### config.mk
export PLATFORM = sky130hd
export DESIGN_NAME = fft_stage_sequencer
export DESIGN_NICKNAME = d
export VERILOG_FILES = /design/src/rtl/fft_stage_sequencer.sv
export SDC_FILE = /design/constraint.sdc
export NUM_CORES = 1
export LEC_CHECK = 0
export ABC_CLOCK_PERIOD_IN_PS = 5000
export CORE_ASPECT_RATIO = 1.25
export CORE_MARGIN = 8
export CORE_UTILIZATION = 26
export CTS_CLUSTER_DIAMETER = 200
export CTS_CLUSTER_SIZE = 40
export DETAILED_ROUTE_END_ITERATION = 6
export PLACE_DENSITY = 0.58
export SLEW_MARGIN = 20
export SYNTH_ARGS = -nofsm -noshare
export SYNTH_HDL_FRONTEND = slang
export SYNTH_SLANG_ARGS = --single-unit
export TNS_END_PERCENT = 10
### constraint.sdc
create_clock -name clk_i -period 5 [get_ports clk_i]
set_input_delay 1 -clock clk_i [delete_from_list [all_inputs] [get_ports clk_i]]
set_output_delay 1 -clock clk_i [all_outputs]
set_load 0.02 [all_outputs]
### src/rtl/fft_stage_sequencer.sv
// Control FSM for the in-place radix-2 FFT: load, log2(N) butterfly stages, unload.
// Drives AGU stage/pair counters, ping-pong bank select and a latency-aligned write strobe.
module fft_stage_sequencer #(
   parameter int unsigned N           = 32,
   parameter int unsigned PipeLatency = 3,
   parameter int unsigned CountWidth  = 16,
   localparam int unsigned Log2N       = $clog2(N),
   localparam int unsigned StageWidth  = $clog2(Log2N),
   localparam int unsigned PairIdWidth = Log2N - 1,
   localparam int unsigned DrainWidth  = (PipeLatency > 1) ? $clog2(PipeLatency) : 1
) (
   input  logic                   clk_i,
   input  logic                   rst_ni,
   input  logic                   start_i,
   input  logic                   inverse_i,
   input  logic                   abort_i,
   input  logic                   in_done_i,
   input  logic                   out_done_i,
   output logic                   busy_o,
   output logic                   input_en_o,
   output logic                   output_en_o,
   output logic [StageWidth-1:0]  stage_o,
   output logic [PairIdWidth-1:0] pair_id_o,
   output logic                   rd_en_o,
   output logic                   wr_en_o,
   output logic                   bank_select_o,
   output logic                   inverse_mode_o,
   output logic                   done_o,
   output logic [CountWidth-1:0]  frame_count_o
);

   typedef enum logic [2:0] {
      StIdle,
      StLoad,
      StCompute,
      StDrain,
      StUnload,
      StDone
   } state_e;

   state_e                 state_q;
   logic                   busy_q;
   logic                   input_en_q;
   logic                   output_en_q;
   logic                   rd_en_q;
   logic                   bank_q;
   logic                   inverse_q;
   logic                   done_q;
   logic [StageWidth-1:0]  stage_q;
   logic [PairIdWidth-1:0] pair_q;
   logic [DrainWidth-1:0]  drain_q;
   logic [CountWidth-1:0]  frame_count_q;
   logic [PipeLatency-1:0] wr_pipe_q;

   logic abort_hit;
   assign abort_hit = abort_i && (state_q != StIdle);

   always_ff @(posedge clk_i or negedge rst_ni) begin
      if (!rst_ni) begin
         state_q       <= StIdle;
         busy_q        <= 1'b0;
         input_en_q    <= 1'b0;
         output_en_q   <= 1'b0;
         rd_en_q       <= 1'b0;
         bank_q        <= 1'b0;
         inverse_q     <= 1'b0;
         done_q        <= 1'b0;
         stage_q       <= '0;
         pair_q        <= '0;
         drain_q       <= '0;
         frame_count_q <= '0;
      end else begin
         done_q <= 1'b0;
         if (abort_hit) begin
            state_q     <= StIdle;
            busy_q      <= 1'b0;
            input_en_q  <= 1'b0;
            output_en_q <= 1'b0;
            rd_en_q     <= 1'b0;
            stage_q     <= '0;
            pair_q      <= '0;
            drain_q     <= '0;
         end else begin
            case (state_q)
               StIdle: begin
                  if (start_i) begin
                     state_q    <= StLoad;
                     busy_q     <= 1'b1;
                     input_en_q <= 1'b1;
                     inverse_q  <= inverse_i;
                     bank_q     <= 1'b0;
                     stage_q    <= '0;
                     pair_q     <= '0;
                  end
               end
               StLoad: begin
                  if (in_done_i) begin
                     state_q    <= StCompute;
                     input_en_q <= 1'b0;
                     rd_en_q    <= 1'b1;
                     bank_q     <= 1'b1;
                  end
               end
               StCompute: begin
                  if (pair_q == PairIdWidth'(N / 2 - 1)) begin
                     state_q <= StDrain;
                     rd_en_q <= 1'b0;
                     pair_q  <= '0;
                     drain_q <= '0;
                  end else begin
                     pair_q <= pair_q + 1'b1;
                  end
               end
               StDrain: begin
                  // Wait out the BPU pipeline so the next stage never reads stale data.
                  if (drain_q == DrainWidth'(PipeLatency - 1)) begin
                     bank_q <= ~bank_q;
                     if (stage_q == StageWidth'(Log2N - 1)) begin
                        state_q     <= StUnload;
                        output_en_q <= 1'b1;
                     end else begin
                        state_q <= StCompute;
                        stage_q <= stage_q + 1'b1;
                        rd_en_q <= 1'b1;
                     end
                  end else begin
                     drain_q <= drain_q + 1'b1;
                  end
               end
               StUnload: begin
                  if (out_done_i) begin
                     state_q       <= StDone;
                     output_en_q   <= 1'b0;
                     done_q        <= 1'b1;
                     frame_count_q <= frame_count_q + 1'b1;
                  end
               end
               StDone: begin
                  state_q <= StIdle;
                  busy_q  <= 1'b0;
                  stage_q <= '0;
               end
               default: state_q <= StIdle;
            endcase
         end
      end
   end

   // Bit 0 takes rd_en; wr_en is the oldest bit, exactly PipeLatency cycles later.
   always_ff @(posedge clk_i or negedge rst_ni) begin
      if (!rst_ni) begin
         wr_pipe_q <= '0;
      end else if (abort_hit) begin
         wr_pipe_q <= '0;
      end else begin
         wr_pipe_q <= (wr_pipe_q << 1) | PipeLatency'(rd_en_q);
      end
   end

   assign busy_o         = busy_q;
   assign input_en_o     = input_en_q;
   assign output_en_o    = output_en_q;
   assign stage_o        = stage_q;
   assign pair_id_o      = pair_q;
   assign rd_en_o        = rd_en_q;
   assign wr_en_o        = wr_pipe_q[PipeLatency-1];
   assign bank_select_o  = bank_q;
   assign inverse_mode_o = inverse_q;
   assign done_o         = done_q;
   assign frame_count_o  = frame_count_q;

endmodule
Word level (Yosys, flattened, before mapping)

Cells that the tools add are included.
W data, S select, Z words.

Register bits: 38
Latch bits: 0
RAM bits: 0
Memory bits (read-only): 0
Logic and storage cells: 106
Memories kept: 0

$add $sub $neg: 4
$mul: 0
Divide/modulo/power cells: 0
$lt $le $gt $ge: 0
Eq/ne operators: 19
Shifts and indexed selects: 0
Muxes and demuxes: 45
Bitwise gates (word level): 3
Reductions and logical operators: 22

Operators with widths:

| cell                    | number |
|---|---|
| $mux W3                 | 12 |
| $ne A3 B3 Y1 const B    | 8 |
| $reduce_bool A3 Y1      | 7 |
| $mux W1                 | 18 |
| $add A16 B1 Y16 const B | 1 |
| $pmux W3 S5             | 1 |
| $reduce_and A5 Y1       | 3 |
| $mux W4                 | 3 |
| $reduce_and A3 Y1       | 4 |
| $eq A3 B3 Y1 const B    | 3 |
| $pmux W3 S3             | 1 |
| $pmux W4 S2             | 1 |
| $reduce_and A4 Y1       | 2 |
| $reduce_bool A4 Y1      | 2 |
| $eq A3 B2 Y1 const B    | 2 |
| $mux W2                 | 3 |
| $ne A2 B2 Y1 const B    | 3 |
| $pmux W1 S2             | 3 |
| $pmux W1 S3             | 2 |
| $add A4 B1 Y4 const B   | 1 |
| $eq A4 B4 Y1 const B    | 1 |
| $pmux W2 S2             | 1 |
| $reduce_and A2 Y1       | 2 |
| $add A3 B1 Y3 const B   | 1 |
| other kinds (7)         | 8 |

Depth between registers and ports, before layout

Word-level depth: 5
Gate-level depth with buffers: 7
Gate-level depth less buffers: 7

Worst setup path before layout

OpenSTA, ideal clock, no wires.

Path kind: input to register
From: input abort_i
To: register rd_en_q (netlist: rd_en_o)
Setup time: 125 ps
Data arrival time: 2072 ps
Slack: 2803 ps
Stages on the path: 6
Path through: clkbuf_1 -> clkbuf_1 -> nor2_1 -> nand2_1 -> o211ai_1 -> mux2_2

Cells in the longest elaborated chain, start to end: 3
Elaborated cells on any way between the ends: 8
Those cells by class: 4 x eq/ne; 1 x mux; 3 x reduce/logical

RTL lines:

| what                                                                | RTL line | source |
|---|---|---|
| start: declaration                                                  | 16       | `input logic abort_i,` |
| $logic_and A1 B1 Y1 (*)                                             | 56       | `assign abort_hit = abort_i && (state_q != StIdle);` |
| $ne A3 B3 Y1 (no line) / $reduce_bool A4 Y1 (equally long branches) | -        |  |
| $reduce_and A5 Y1 (no line)                                         | -        |  |
| end signal: assignment                                              | 64       | `rd_en_q <= 1'b0;` |
| end signal: assignment                                              | 79       | `rd_en_q <= 1'b0;` |
| end signal: assignment                                              | 100      | `rd_en_q <= 1'b1;` |
| end: declaration                                                    | 45       | `logic rd_en_q;` |

Mark *: on every way between the ends. The rest lies on a longest branch, timed or not.
A chain may end at the register's enable or synchronous reset.

Final worst setup path

From: input abort_i
To: register frame_count_q[13] (netlist: frame_count_o[13])

Cells in the longest elaborated chain, start to end: 3

RTL lines:

| what                        | RTL line | source |
|---|---|---|
| $logic_and A1 B1 Y1         | 56       |  |
| $not A1 Y1 (no line)        | -        |  |
| $reduce_and A3 Y1 (no line) | -        |  |
| end signal: assignment      | 135      | `frame_count_q <= frame_count_q + 1'b1;` |
| end: declaration            | 52       | `logic [CountWidth-1:0] frame_count_q;` |

No other way between the ends.

==> flow_summary.yaml <==
power:
  clkPwrFrac_pct: 30.3
  p_per_area_mw_per_mm2: 407.6
  combPwrFrac_pct: 30.9
  cellInternalPower_w: 0.0007205
  vdd_drop_max_v: 0.0001233
  p_sw_share_pct: 32.63
  seqPwrFrac_pct: 38.8
  p_switching_w: 0.0003489
  leakage_nw: 1.129
clock_tree:
  clk_path_buf_depth: 2
  post_cts_buffers: 0
  cts_tree: "yes"
  clk_pin_slew_ns: 0.08
  clock-sinks: 38
  cts_resized: 0
  ctsRootBufferMaster: "clkbuf_8"
  clock_latency_ns: 0.29
  cts-buffers-inserted: 5
  ctsHoldBuffers: 0
  h-tree-depth: 2
timing:
  drv_slew: 0
  setup_slack_ns: 2.203
  fin_tns_setup_ns: 0
  whs_ns: 0.4502
  tightest_slew_ns: 0.8483
  finalHoldViolations: 0
  fin_crit_sh_pct: 55.94
  maxSlewHeadroom_pct: 43.45
  clock_skew_ns: 0.007040
  setup_viol: 0
  max_freq_mhz: 357.5
  rsz0062_at_grt: "no"
  fin_crit_ns: 2.797
final_layout:
  fillerInstances: 805
  final_cell_mix: "dfrtp_1 (38), clkdlybuf4s50_1 (36), nor2_1 (20), nand2_1 (19), o21ai_0 (14)"
  fin_util_pct: 34.06
  syn2layout_area_growth_pct: 28.41
  final_nets: 255
  final_layout_size_suffix_gt1_share_pct: 9.016
  fin_cells: 339
  final_common_cell: "dfrtp_1"
  diodes: 0
placed_design:
  place_inst: 331
  pre_cts_ws_ns: 1.877
  port_buffers: 37
  dp_hpwl_um: 3345
  place_congestion: 0.8011
floorplanning:
  ios: 38
  design.core.area_mm2: 0.007702
  die_area_mm2: 0.01097
  fp.dieH_um: 115.1
  start_util_pct: 26.53
  row_count: 36
  die_w_um: 95.29
synth:
  yosysTopAreaCell: "dfrtp_1"
  synth_ff_type: "dfrtp_1"
  ys_async_sr_fraction_pct: 100.0
  synth_cell_types: 49
  syn_inst: 208
  yosys_warnings: 0
  syn-cell-area_mm2: 0.002043
  synth_edf_count: 0
  ys_ff_latch: 38
  yosysSeqAreaShare_pct: 46.54
  syn_area_per_cell_um2: 9.823
  synth_top_cell_area_share_pct: 46.54
  syn_nets: 220
  synth.area.top_cells: "dfrtp_1 (47%), nor2_1 (3.7%), nand2_1 (3.5%), o21ai_0 (3.4%), xor2_1 (3.4%)"
drt:
  ant_nets: 0
  drt_iter0_drc: 80
  drt-total-wl_um: 4497
  routedWlPerCell_um: 13.27
  vias_per_cell: 4.802
  drcViolationCount: 0
  vias: 1628
  firstDrtPassIters: 5
grt:
  grt_max_degree: 39
  grt_pass1_wl_um: 7645
  grt_overflow: 0
  antenna_found_initial: 0
  first_global_vias: 1597
  track_usage_pct: 8.757
worst_setup_path:
  worstPathMaxFanout: 25
  worst_setup_path_start_kind: "input port"
  crit_required_ns: 5.18
  end_kind: "register"
  path_class: "in2reg"
  cp.arrival_ns: 2.97
min_path:
  hp-class: "reg2reg"
outcome:
  status: "finished, final reports clean"
job:
  max_cap_violations: 0
## Yosys cell counts, drive strengths merged (2+ instances only)
cell / count
dfrtp: 38
nor2: 20
nand2: 19
o21ai: 14
nand3: 10
inv: 9
xnor2: 8
xor2: 8
a21oi: 6
clkbuf: 6
and2: 5
ha: 5
nand4: 5
nor3: 5
and3: 4
nand2b: 4
o22ai: 4
a31oi: 3
buf: 3
mux2: 3
nor3b: 3
mux2i: 2
nand3b: 2
o211ai: 2
o31a: 2
o31ai: 2
or2: 2
## logic make-up (layout without fill, tap and decap cells)
family	Yosys count	count (layout)	synth area share, %
simple gates	85	85	23.58
compound gates	41	41	13.04
flops	38	38	46.54
buf+inv	18	54	3.919
xor+xnor	16	16	7.226
fa+ha+maj	5	5	3.062
mux	5	5	2.633
## metrics by stage
step,total power (W),instance area (um2)
floorplan,0.0006372,2043
global placement,0.0007536,2481
detailed placement,0.0007565,2481
CTS,0.001086,2624
global route,0.001141,2624
finish,0.001069,2624
## power by group through the flow
stage               Combinational, W  Sequential [W]  Clock [W]
floorplan                   0.000206        0.000431          0
global placement            0.000333        0.000420          0
detailed placement          0.000334        0.000422          0
CTS                         0.000336        0.000416   0.000334
global route                0.000369        0.000426   0.000345
finish                      0.000330        0.000415   0.000324
## cell type report
type | count | area [um2] | share of cell area (%)
Clock buffer | 6 | 82.58 | 3.147
Clock inverter | 2 | 60.06 | 2.289
Inverter | 9 | 33.78 | 1.288
Multi-Input combinational cell | 152 | 1012 | 38.58
Sequential cell | 38 | 950.9 | 36.24
Tap cell | 95 | 118.9 | 4.530
Timing Repair Buffer | 37 | 365.4 | 13.92
## worst max-delay path: stages
cell and delay [ns]:
clkdlybuf4s50_1 0.83, nor3b_4 0.62, nand4_4 0.20, nand2b_4 0.19
xnor2_2 0.12
## metal layers
metal	track usage, %	vias up	part of all wire, %
li1	-	794	-
met1	10.24	789	42
met2	14.54	40	50
met3	2.809	5	7.4
met4	3.132	0	1.2
met5	0	-	0
## final timing paths
check | to | slack (ns) | cells past startpoint | from
worst max-delay path | frame_count_o[13]$_DFFE_PN0P_ | 2.20 | 5 | abort_i
worst min-delay path | wr_pipe_q[2]$_DFF_PN0_ | 0.45 | 1 | wr_pipe_q[1]$_DFF_PN0_
worst max register to register | state_q[0]$_DFFE_PN0P_ | 2.68 | 5 | state_q[2]$_DFFE_PN0P_
worst min register to register | wr_pipe_q[2]$_DFF_PN0_ | 0.45 | 1 | wr_pipe_q[1]$_DFF_PN0_
max in group asynchronous | frame_count_o[7]$_DFFE_PN0P_ | 3.65 | 1 | rst_ni
min in group asynchronous | frame_count_o[8]$_DFFE_PN0P_ | 0.80 | 1 | rst_ni
## flip-flops by register name, indices dropped and copies added, names as in the netlist
| name | count |
|---|---|
| wr_pipe_q | 3 |
| pair_id_o | 4 |
| stage_o | 3 |
| drain_q | 2 |
| state_q | 3 |
| rd_en_o | 1 |
| inverse_mode_o | 1 |
| bank_select_o | 1 |
| busy_o | 1 |
| output_en_o | 1 |
| frame_count_o | 16 |
| input_en_o | 1 |
| done_o | 1 |
Power figures use the tool's default switching activity.
